===== config.mk =====
export PLATFORM = sky130hd
export DESIGN_NAME = tlb_unit
export DESIGN_NICKNAME = d
export VERILOG_FILES = /design/src/rtl/tlb_unit_pkg.sv /design/src/rtl/tlb_match.sv /design/src/rtl/tlb_unit.sv
export SDC_FILE = /design/constraint.sdc
export NUM_CORES = 2
export LEC_CHECK = 0
export ABC_AREA = 0
export CAP_MARGIN = 20
export CORE_ASPECT_RATIO = 0.7
export CORE_MARGIN = 2
export CORE_UTILIZATION = 50
export CTS_BUF_LIST = sky130_fd_sc_hd__clkbuf_4 sky130_fd_sc_hd__clkbuf_8 sky130_fd_sc_hd__clkbuf_16
export CTS_CLUSTER_SIZE = 14
export DETAILED_ROUTE_END_ITERATION = 10
export DONT_BUFFER_PORTS = 1
export HOLD_SLACK_MARGIN = 0.12
export PLACE_DENSITY = 0.74
export SYNTH_ARGS = -nofsm -noshare
export SYNTH_HDL_FRONTEND = slang
export SYNTH_SLANG_ARGS = --single-unit

===== constraint.sdc =====
create_clock -name clk -period 4.52 [get_ports clk]
set_input_delay 0.904 -clock clk [delete_from_list [all_inputs] [get_ports clk]]
set_output_delay 0.904 -clock clk [all_outputs]
set_load 0.01 [all_outputs]

===== src/rtl/tlb_unit_pkg.sv =====
// Shared TLB definitions: entry layout, address region codes and the translation helper.
// Used by tlb_unit and tlb_match; TLB_MULTIHIT_EN is handled in those files.
package tlb_unit_pkg;

  localparam int          ENTRY_W    = 78;
  localparam logic [1:0]  KSEG01     = 2'b10;
  localparam logic [2:0]  KSEG1      = 3'b101;
  localparam logic [2:0]  C_UNCACHED = 3'd2;

  typedef struct packed {
    logic [18:0] vpn2;
    logic [7:0]  asid;
    logic        g;
    logic [19:0] pfn0;
    logic [2:0]  c0;
    logic        d0;
    logic        v0;
    logic [19:0] pfn1;
    logic [2:0]  c1;
    logic        d1;
    logic        v1;
  } tlb_entry_t;

  typedef struct packed {
    logic [18:0] vpn2;
    logic [7:0]  asid;
    logic        g;
  } tlb_tag_t;

  typedef struct packed {
    logic [31:0] paddr;
    logic        refill;
    logic        inval;
    logic        mod;
    logic        uncached;
  } xlate_t;

  // Unmapped kseg0/kseg1 bypass the TLB; mapped misses report refill with paddr 0.
  function automatic xlate_t xlate(input tlb_entry_t e, input logic hit,
                                   input logic [31:0] va, input logic store);
    xlate_t      r;
    logic [19:0] pfn;
    logic [2:0]  c;
    logic        d;
    logic        v;
    r   = '0;
    pfn = va[12] ? e.pfn1 : e.pfn0;
    c   = va[12] ? e.c1   : e.c0;
    d   = va[12] ? e.d1   : e.d0;
    v   = va[12] ? e.v1   : e.v0;
    if (va[31:30] == KSEG01) begin
      r.paddr    = {3'b000, va[28:0]};
      r.uncached = (va[31:29] == KSEG1);
    end else if (!hit) begin
      r.refill = 1'b1;
    end else begin
      r.paddr    = {pfn, va[11:0]};
      r.inval    = ~v;
      r.mod      = v & store & ~d;
      r.uncached = (c == C_UNCACHED);
    end
    return r;
  endfunction

endpackage


===== src/rtl/tlb_match.sv =====
// Combinational associative match of one VPN2/ASID against all TLB tags, lowest index wins.
// With TLB_MULTIHIT_EN defined it also flags more than one matching entry.
module tlb_match
  import tlb_unit_pkg::*;
#(
  parameter int TLBNUM = 16,
  parameter int IDXW   = $clog2(TLBNUM)
) (
  input  tlb_tag_t          tags_i [TLBNUM],
  input  logic [18:0]       vpn2_i,
  input  logic [7:0]        asid_i,
  output logic              hit_o,
  output logic [IDXW-1:0]   idx_o
`ifdef TLB_MULTIHIT_EN
  ,
  output logic              multi_hit_o
`endif
);

  logic [TLBNUM-1:0] match_s;

  // Per-entry match: VPN2 equal and either global or ASID equal.
  always_comb begin
    match_s = '0;
    for (int i = 0; i < TLBNUM; i++) begin
      match_s[i] = (tags_i[i].vpn2 == vpn2_i) && (tags_i[i].g || (tags_i[i].asid == asid_i));
    end
  end

  // Ascending scan keeps the first (lowest) hit; any later hit marks a multi-hit.
  always_comb begin
    hit_o = 1'b0;
    idx_o = '0;
`ifdef TLB_MULTIHIT_EN
    multi_hit_o = 1'b0;
`endif
    for (int i = 0; i < TLBNUM; i++) begin
      if (match_s[i] && !hit_o) begin
        hit_o = 1'b1;
        idx_o = IDXW'(i);
`ifdef TLB_MULTIHIT_EN
      end else if (match_s[i]) begin
        multi_hit_o = 1'b1;
`endif
      end else begin
        hit_o = hit_o;
      end
    end
  end

endmodule


===== src/rtl/tlb_unit.sv =====
// Joint TLB: tlbwi/tlbr/tlbp service for CP0 plus registered fetch and data translation.
// Optional TLB_MULTIHIT_EN adds the multi_hit output.
module tlb_unit
  import tlb_unit_pkg::*;
#(
  parameter int TLBNUM = 16,
  parameter int IDXW   = $clog2(TLBNUM)
) (
  input  logic               clk,
  input  logic               rst,
  input  logic [IDXW-1:0]    tlb_index,
  input  logic               tlbwi_we,
  input  logic [ENTRY_W-1:0] tlbwi_entry,
  input  logic               tlbr_req,
  output logic               tlbr_wen,
  output logic [ENTRY_W-1:0] tlbr_entry,
  input  logic               tlbp_req,
  input  logic [31:0]        tlbp_entryhi,
  output logic               tlbp_wen,
  output logic [31:0]        tlbp_index,
  input  logic               i_en,
  input  logic [31:0]        i_vaddr,
  output logic [31:0]        i_paddr,
  output logic               i_refill,
  output logic               i_inval,
  output logic               i_uncached,
  input  logic               d_en,
  input  logic [31:0]        d_vaddr,
  input  logic               d_store,
  output logic [31:0]        d_paddr,
  output logic               d_refill,
  output logic               d_inval,
  output logic               d_mod,
  output logic               d_uncached
`ifdef TLB_MULTIHIT_EN
  ,
  output logic               multi_hit
`endif
);

  tlb_entry_t         entries_q [TLBNUM];
  tlb_tag_t           tags_s    [TLBNUM];
  logic               i_hit_s, d_hit_s, p_hit_s;
  logic [IDXW-1:0]    i_idx_s, d_idx_s, p_idx_s;
  xlate_t             i_res_d, i_res_q, d_res_d, d_res_q;
  logic [31:0]        tlbp_index_d, tlbp_index_q;
  logic [ENTRY_W-1:0] tlbr_entry_d, tlbr_entry_q;
  logic               tlbp_wen_q, tlbr_wen_q;
  logic               unused_entryhi_s;

  assign unused_entryhi_s = ^tlbp_entryhi[12:8];

  // Entry storage; a write lands at the edge so same-cycle users see the old entry.
  always_ff @(posedge clk) begin
    if (rst) begin
      for (int i = 0; i < TLBNUM; i++) begin
        entries_q[i] <= '0;
      end
    end else if (tlbwi_we) begin
      entries_q[tlb_index] <= tlbwi_entry;
    end
  end

  // Tag view of each entry for the match units.
  always_comb begin
    for (int i = 0; i < TLBNUM; i++) begin
      tags_s[i] = '{vpn2: entries_q[i].vpn2, asid: entries_q[i].asid, g: entries_q[i].g};
    end
  end

`ifdef TLB_MULTIHIT_EN
  logic i_mh_s, d_mh_s, p_mh_s;
  logic i_mh_d, d_mh_d, p_mh_d, i_mh_q, d_mh_q, p_mh_q, multi_hit_q;
`endif

  tlb_match #(.TLBNUM(TLBNUM), .IDXW(IDXW)) u_match_i (
    .tags_i      (tags_s),
    .vpn2_i      (i_vaddr[31:13]),
    .asid_i      (tlbp_entryhi[7:0]),
`ifdef TLB_MULTIHIT_EN
    .multi_hit_o (i_mh_s),
`endif
    .hit_o       (i_hit_s),
    .idx_o       (i_idx_s)
  );

  tlb_match #(.TLBNUM(TLBNUM), .IDXW(IDXW)) u_match_d (
    .tags_i      (tags_s),
    .vpn2_i      (d_vaddr[31:13]),
    .asid_i      (tlbp_entryhi[7:0]),
`ifdef TLB_MULTIHIT_EN
    .multi_hit_o (d_mh_s),
`endif
    .hit_o       (d_hit_s),
    .idx_o       (d_idx_s)
  );

  tlb_match #(.TLBNUM(TLBNUM), .IDXW(IDXW)) u_match_p (
    .tags_i      (tags_s),
    .vpn2_i      (tlbp_entryhi[31:13]),
    .asid_i      (tlbp_entryhi[7:0]),
`ifdef TLB_MULTIHIT_EN
    .multi_hit_o (p_mh_s),
`endif
    .hit_o       (p_hit_s),
    .idx_o       (p_idx_s)
  );

  // Next-state for translation results and CP0 responses; disabled ports hold.
  always_comb begin
    i_res_d      = i_res_q;
    d_res_d      = d_res_q;
    tlbp_index_d = tlbp_index_q;
    tlbr_entry_d = tlbr_entry_q;
    if (i_en) begin
      i_res_d = xlate(entries_q[i_idx_s], i_hit_s, i_vaddr, 1'b0);
    end else begin
      i_res_d = i_res_q;
    end
    if (d_en) begin
      d_res_d = xlate(entries_q[d_idx_s], d_hit_s, d_vaddr, d_store);
    end else begin
      d_res_d = d_res_q;
    end
    if (tlbp_req) begin
      tlbp_index_d = p_hit_s ? {1'b0, 31'(p_idx_s)} : 32'h8000_0000;
    end else begin
      tlbp_index_d = tlbp_index_q;
    end
    if (tlbr_req) begin
      tlbr_entry_d = entries_q[tlb_index];
    end else begin
      tlbr_entry_d = tlbr_entry_q;
    end
  end

  // Result registers; reset also cancels any pending CP0 pulse.
  always_ff @(posedge clk) begin
    if (rst) begin
      i_res_q      <= '0;
      d_res_q      <= '0;
      tlbp_index_q <= '0;
      tlbr_entry_q <= '0;
      tlbp_wen_q   <= 1'b0;
      tlbr_wen_q   <= 1'b0;
    end else begin
      i_res_q      <= i_res_d;
      d_res_q      <= d_res_d;
      tlbp_index_q <= tlbp_index_d;
      tlbr_entry_q <= tlbr_entry_d;
      tlbp_wen_q   <= tlbp_req;
      tlbr_wen_q   <= tlbr_req;
    end
  end

`ifdef TLB_MULTIHIT_EN
  // Multi-hit tracks each source alongside its own result; unmapped lookups never count.
  always_comb begin
    i_mh_d = i_en ? (i_mh_s && (i_vaddr[31:30] != KSEG01)) : i_mh_q;
    d_mh_d = d_en ? (d_mh_s && (d_vaddr[31:30] != KSEG01)) : d_mh_q;
    p_mh_d = tlbp_req ? p_mh_s : p_mh_q;
  end

  // Multi-hit registers.
  always_ff @(posedge clk) begin
    if (rst) begin
      i_mh_q      <= 1'b0;
      d_mh_q      <= 1'b0;
      p_mh_q      <= 1'b0;
      multi_hit_q <= 1'b0;
    end else begin
      i_mh_q      <= i_mh_d;
      d_mh_q      <= d_mh_d;
      p_mh_q      <= p_mh_d;
      multi_hit_q <= i_mh_d | d_mh_d | p_mh_d;
    end
  end

  assign multi_hit = multi_hit_q;
`endif

  assign i_paddr    = i_res_q.paddr;
  assign i_refill   = i_res_q.refill;
  assign i_inval    = i_res_q.inval;
  assign i_uncached = i_res_q.uncached;
  assign d_paddr    = d_res_q.paddr;
  assign d_refill   = d_res_q.refill;
  assign d_inval    = d_res_q.inval;
  assign d_mod      = d_res_q.mod;
  assign d_uncached = d_res_q.uncached;
  assign tlbp_index = tlbp_index_q;
  assign tlbp_wen   = tlbp_wen_q;
  assign tlbr_entry = tlbr_entry_q;
  assign tlbr_wen   = tlbr_wen_q;

endmodule


==> flow_metrics.tcl <==
set metrics [dict create \
    ys_ff_latch 1404 \
    startpoint_type "register" \
    async_flop_share 0 \
    fin_crit_ps 4620 \
    synth-simple-area-share 0.188 \
    synth-xor-area-share 0.104 \
    period_share 1.02 \
    tightest_slew_ps 1150 \
    cts_sinks 1404 \
    setup_viol 22 \
    numCtsBuffers 147 \
    ctsHoldBuffers 0 \
    cp.arrival_ps 5330 \
    dp_hpwl_microns 266000 \
    via_per_inst 7.04 \
    grt_antenna_before_repair 34 \
    grt_usage 0.443 \
    clockBufferDepth 3 \
    power_density_nw_per_um2 327 \
    fp.dieW_microns 505 \
    vias 73200 \
    first_pass_iters 9 \
    fin_worst_skew_ps 47.2 \
    antenna_left 0 \
    cp_max_fo 6 \
    pwr-share-comb 0.119 \
    power_frac_seq 0.482 \
    area_delta_synth_final_pct 14.7 \
    worstPathRequired_ps 5230 \
    relSlewSlack 0.231 \
    cts_root_buf "clkbuf_16" \
    critPathKind "reg2reg" \
    insertion_delay_ps 840 \
    first_global_vias 66800 \
    rsz0062_at_grt "true" \
    synth_top_flop_cell "edfxtp_1" \
    coreArea_sq_um 174000 \
    power_switching_mw 8.67 \
    synth_top_family_by_area "simple AND/OR/NAND/NOR gates" \
    synth_compound_area_frac 0.0573 \
    htree_levels 4 \
    cp_cell_sequence "xor2_2 > nor4_2 > nand4_1 > buf_4 > nor3_2 > buf_4 > a21oi_1 > buf_4 > o32ai_4 > buf_4 > a21o_4 > clkbuf_16 > mux4_2 > nand2_1 > a21oi_1 > o311a_1 > a211o_1" \
    drt_iter0_drc 14600 \
    yosysSeqAreaShare 0.463 \
    ys_warn_count 0 \
    rows 128 \
    cpMostUsedCell "buf_4" \
    leakagePower_nw 36.0 \
    drive_gt1_frac 0.202 \
    initial_core_util 0.504 \
    nets 8104 \
    drt_wl_total_microns 409000 \
    die_area_sq_um 179000 \
    max_freq_ghz 0.217 \
    critPathSlowestCell "edfxtp_1" \
    fin_ws_ps -96.2 \
    die_h_microns 354 \
    tns_ps -1230 \
    hold_viol 0 \
    cts.clk_slew.worst_paths_ps 70 \
    wl_per_cell_microns 39.4 \
    layout_commonest_cell "and2_1" \
    grt_pass1_wl_microns 551000 \
    max_stage_delay_ps 560 \
    power.total_mw 32.9 \
    report.final.slew_viol_count 0 \
    numPortBuffers 0 \
    hold_class "in2reg" \
    worstSetupEndpointType "register" \
    internal_power_mw 24.2 \
    drv_cap 0 \
    netSwitchingFraction 0.264 \
    synthMuxAreaShare 0.149 \
    finalNonFillerCells 10400 \
    placed_cells 10100 \
    peakVddDrop_mv 0.408 \
    final_cell_mix "and2_1, edfxtp_1, buf_4, nand2_1, xor2_1" \
    grt_max_degree 317 \
    p_clk_frac 0.400 \
    synth_fa_ha_area_frac 0 \
    avgSynthCellArea_sq_um 11.3 \
    grt_overflow 0 \
    synth_edf_count 1248 \
    ios 369 \
    gp_congestion 1.11 \
    failed_checks "negative setup slack" \
    drc 0 \
    cts_tree "done" \
    synthCells 7734 \
    syn_area_sq_um 87700 \
    status "finished with violations" \
    ys_types 80 \
]
==> final cells by class <==
type,count,area [sq um]
Antenna cell,17,42.5
Clock buffer,198,4240
Clock inverter,73,845
Fill cell,14000,73500
Inverter,12,48.8
Multi-Input combinational cell,5607,44700
Sequential cell,1404,40600
Tap cell,2340,2930
Timing Repair Buffer,746,7240
==> cell families (layout without fill, tap and decap cells) <==
group           count (synthesis)  count (layout)
compound gates                736             736
xor+xnor                     1040            1040
buf+inv                       749            1029
flops                        1404            1404
mux                           762             762
other cells                     1              44
simple gates                 3042            3042
==> cells in the mapped netlist, types with 34 or more instances <==
master | number | area share
and2_1 | 1309 | 0.093
edfxtp_1 | 1248 | 0.43
nand2_1 | 594 | 0.025
xor2_1 | 568 | 0.057
xnor2_1 | 472 | 0.047
mux4_2 | 436 | 0.11
clkbuf_1 | 430 | 0.018
nor2_1 | 328 | 0.014
mux2i_1 | 311 | 0.035
nand3_1 | 247 | 0.014
buf_2 | 160 | 0.0091
dfxtp_1 | 156 | 0.036
nor4_1 | 151 | 0.011
nand4_1 | 145 | 0.010
a21oi_1 | 128 | 0.0073
o21ai_0 | 117 | 0.0067
a211oi_1 | 109 | 0.0093
a31oi_1 | 92 | 0.0066
and3_1 | 86 | 0.0061
buf_4 | 71 | 0.0061
nor3_1 | 61 | 0.0035
buf_1 | 60 | 0.0026
o22ai_1 | 34 | 0.0024
==> critical path, delay by kind of cell (launching register included) <==
kind	cells	cell delay (ps)
simple gates	4	980
xor+xnor	1	290
mux	1	300
flops	1	560
compound gates	6	1360
buf+inv	5	1030
==> power groups by stage <==
stage,Clock (mW),Combinational [mW],Sequential (mW)
2_1_floorplan,0,2.71,15.7
3_3_place_gp,0,3.58,16.0
3_5_place_dp,0,3.62,16.0
4_1_cts,13.1,3.65,15.8
5_1_grt,13.6,3.99,15.9
6_report,13.1,3.90,15.8
==> metrics by stage <==
step	area, sq um	worst slack (ps)	hold WS (ps)	util
detailed placement	94300	-814	525	0.542
global placement	94300	-731	507	0.542
global route	101000	-36.4	150	0.578
finish	101000	-96.2	168	0.578
CTS	99500	2.09	132	0.572
floorplan	87800	108	474	-
==> final timing paths <==
check	startpoint	to	slack (ps)	cells past startpoint
hold / removal	rst	tlbr_entry[24]$_SDFFE_PP0P_	170	1
setup / recovery	entries_q[1][63]$_SDFFCE_PN0P_	d_uncached$_SDFFE_PP0P_	-100	17
hold reg to reg	tlbp_index[3]$_SDFFE_PP0P_	tlbp_index[3]$_SDFFE_PP0P_	540	2
setup reg to reg	entries_q[1][63]$_SDFFCE_PN0P_	d_uncached$_SDFFE_PP0P_	-100	17
==> sequential cells by signal, summed over array words and instances, names as in the netlist, 5 cells and up <==
| signal | count |
|---|---|
| d_paddr | 32 |
| entries_q | 1248 |
| i_paddr | 32 |
| tlbp_index | 5 |
| tlbr_entry | 78 |
==> timing repair <==
item | in CTS | in global routing
gates resized for setup | 18 | 103
hold endpoints to repair | 0 | 0
gates cloned | 0 | 7
endpoints found under the setup margin | 45 | 45
pin swaps | 2 | 29
setup buffers | 0 | 37
==> routing by layer <==
layer,global-route usage,share of wire,vias to the layer above
met1,0.587,0.36,36000
met3,0.280,0.21,1292
met2,0.573,0.38,7453
met5,0.00943,0.0012,-
li1,-,-,28400
met4,0.170,0.051,24
(Power assumes the default switching activity.)
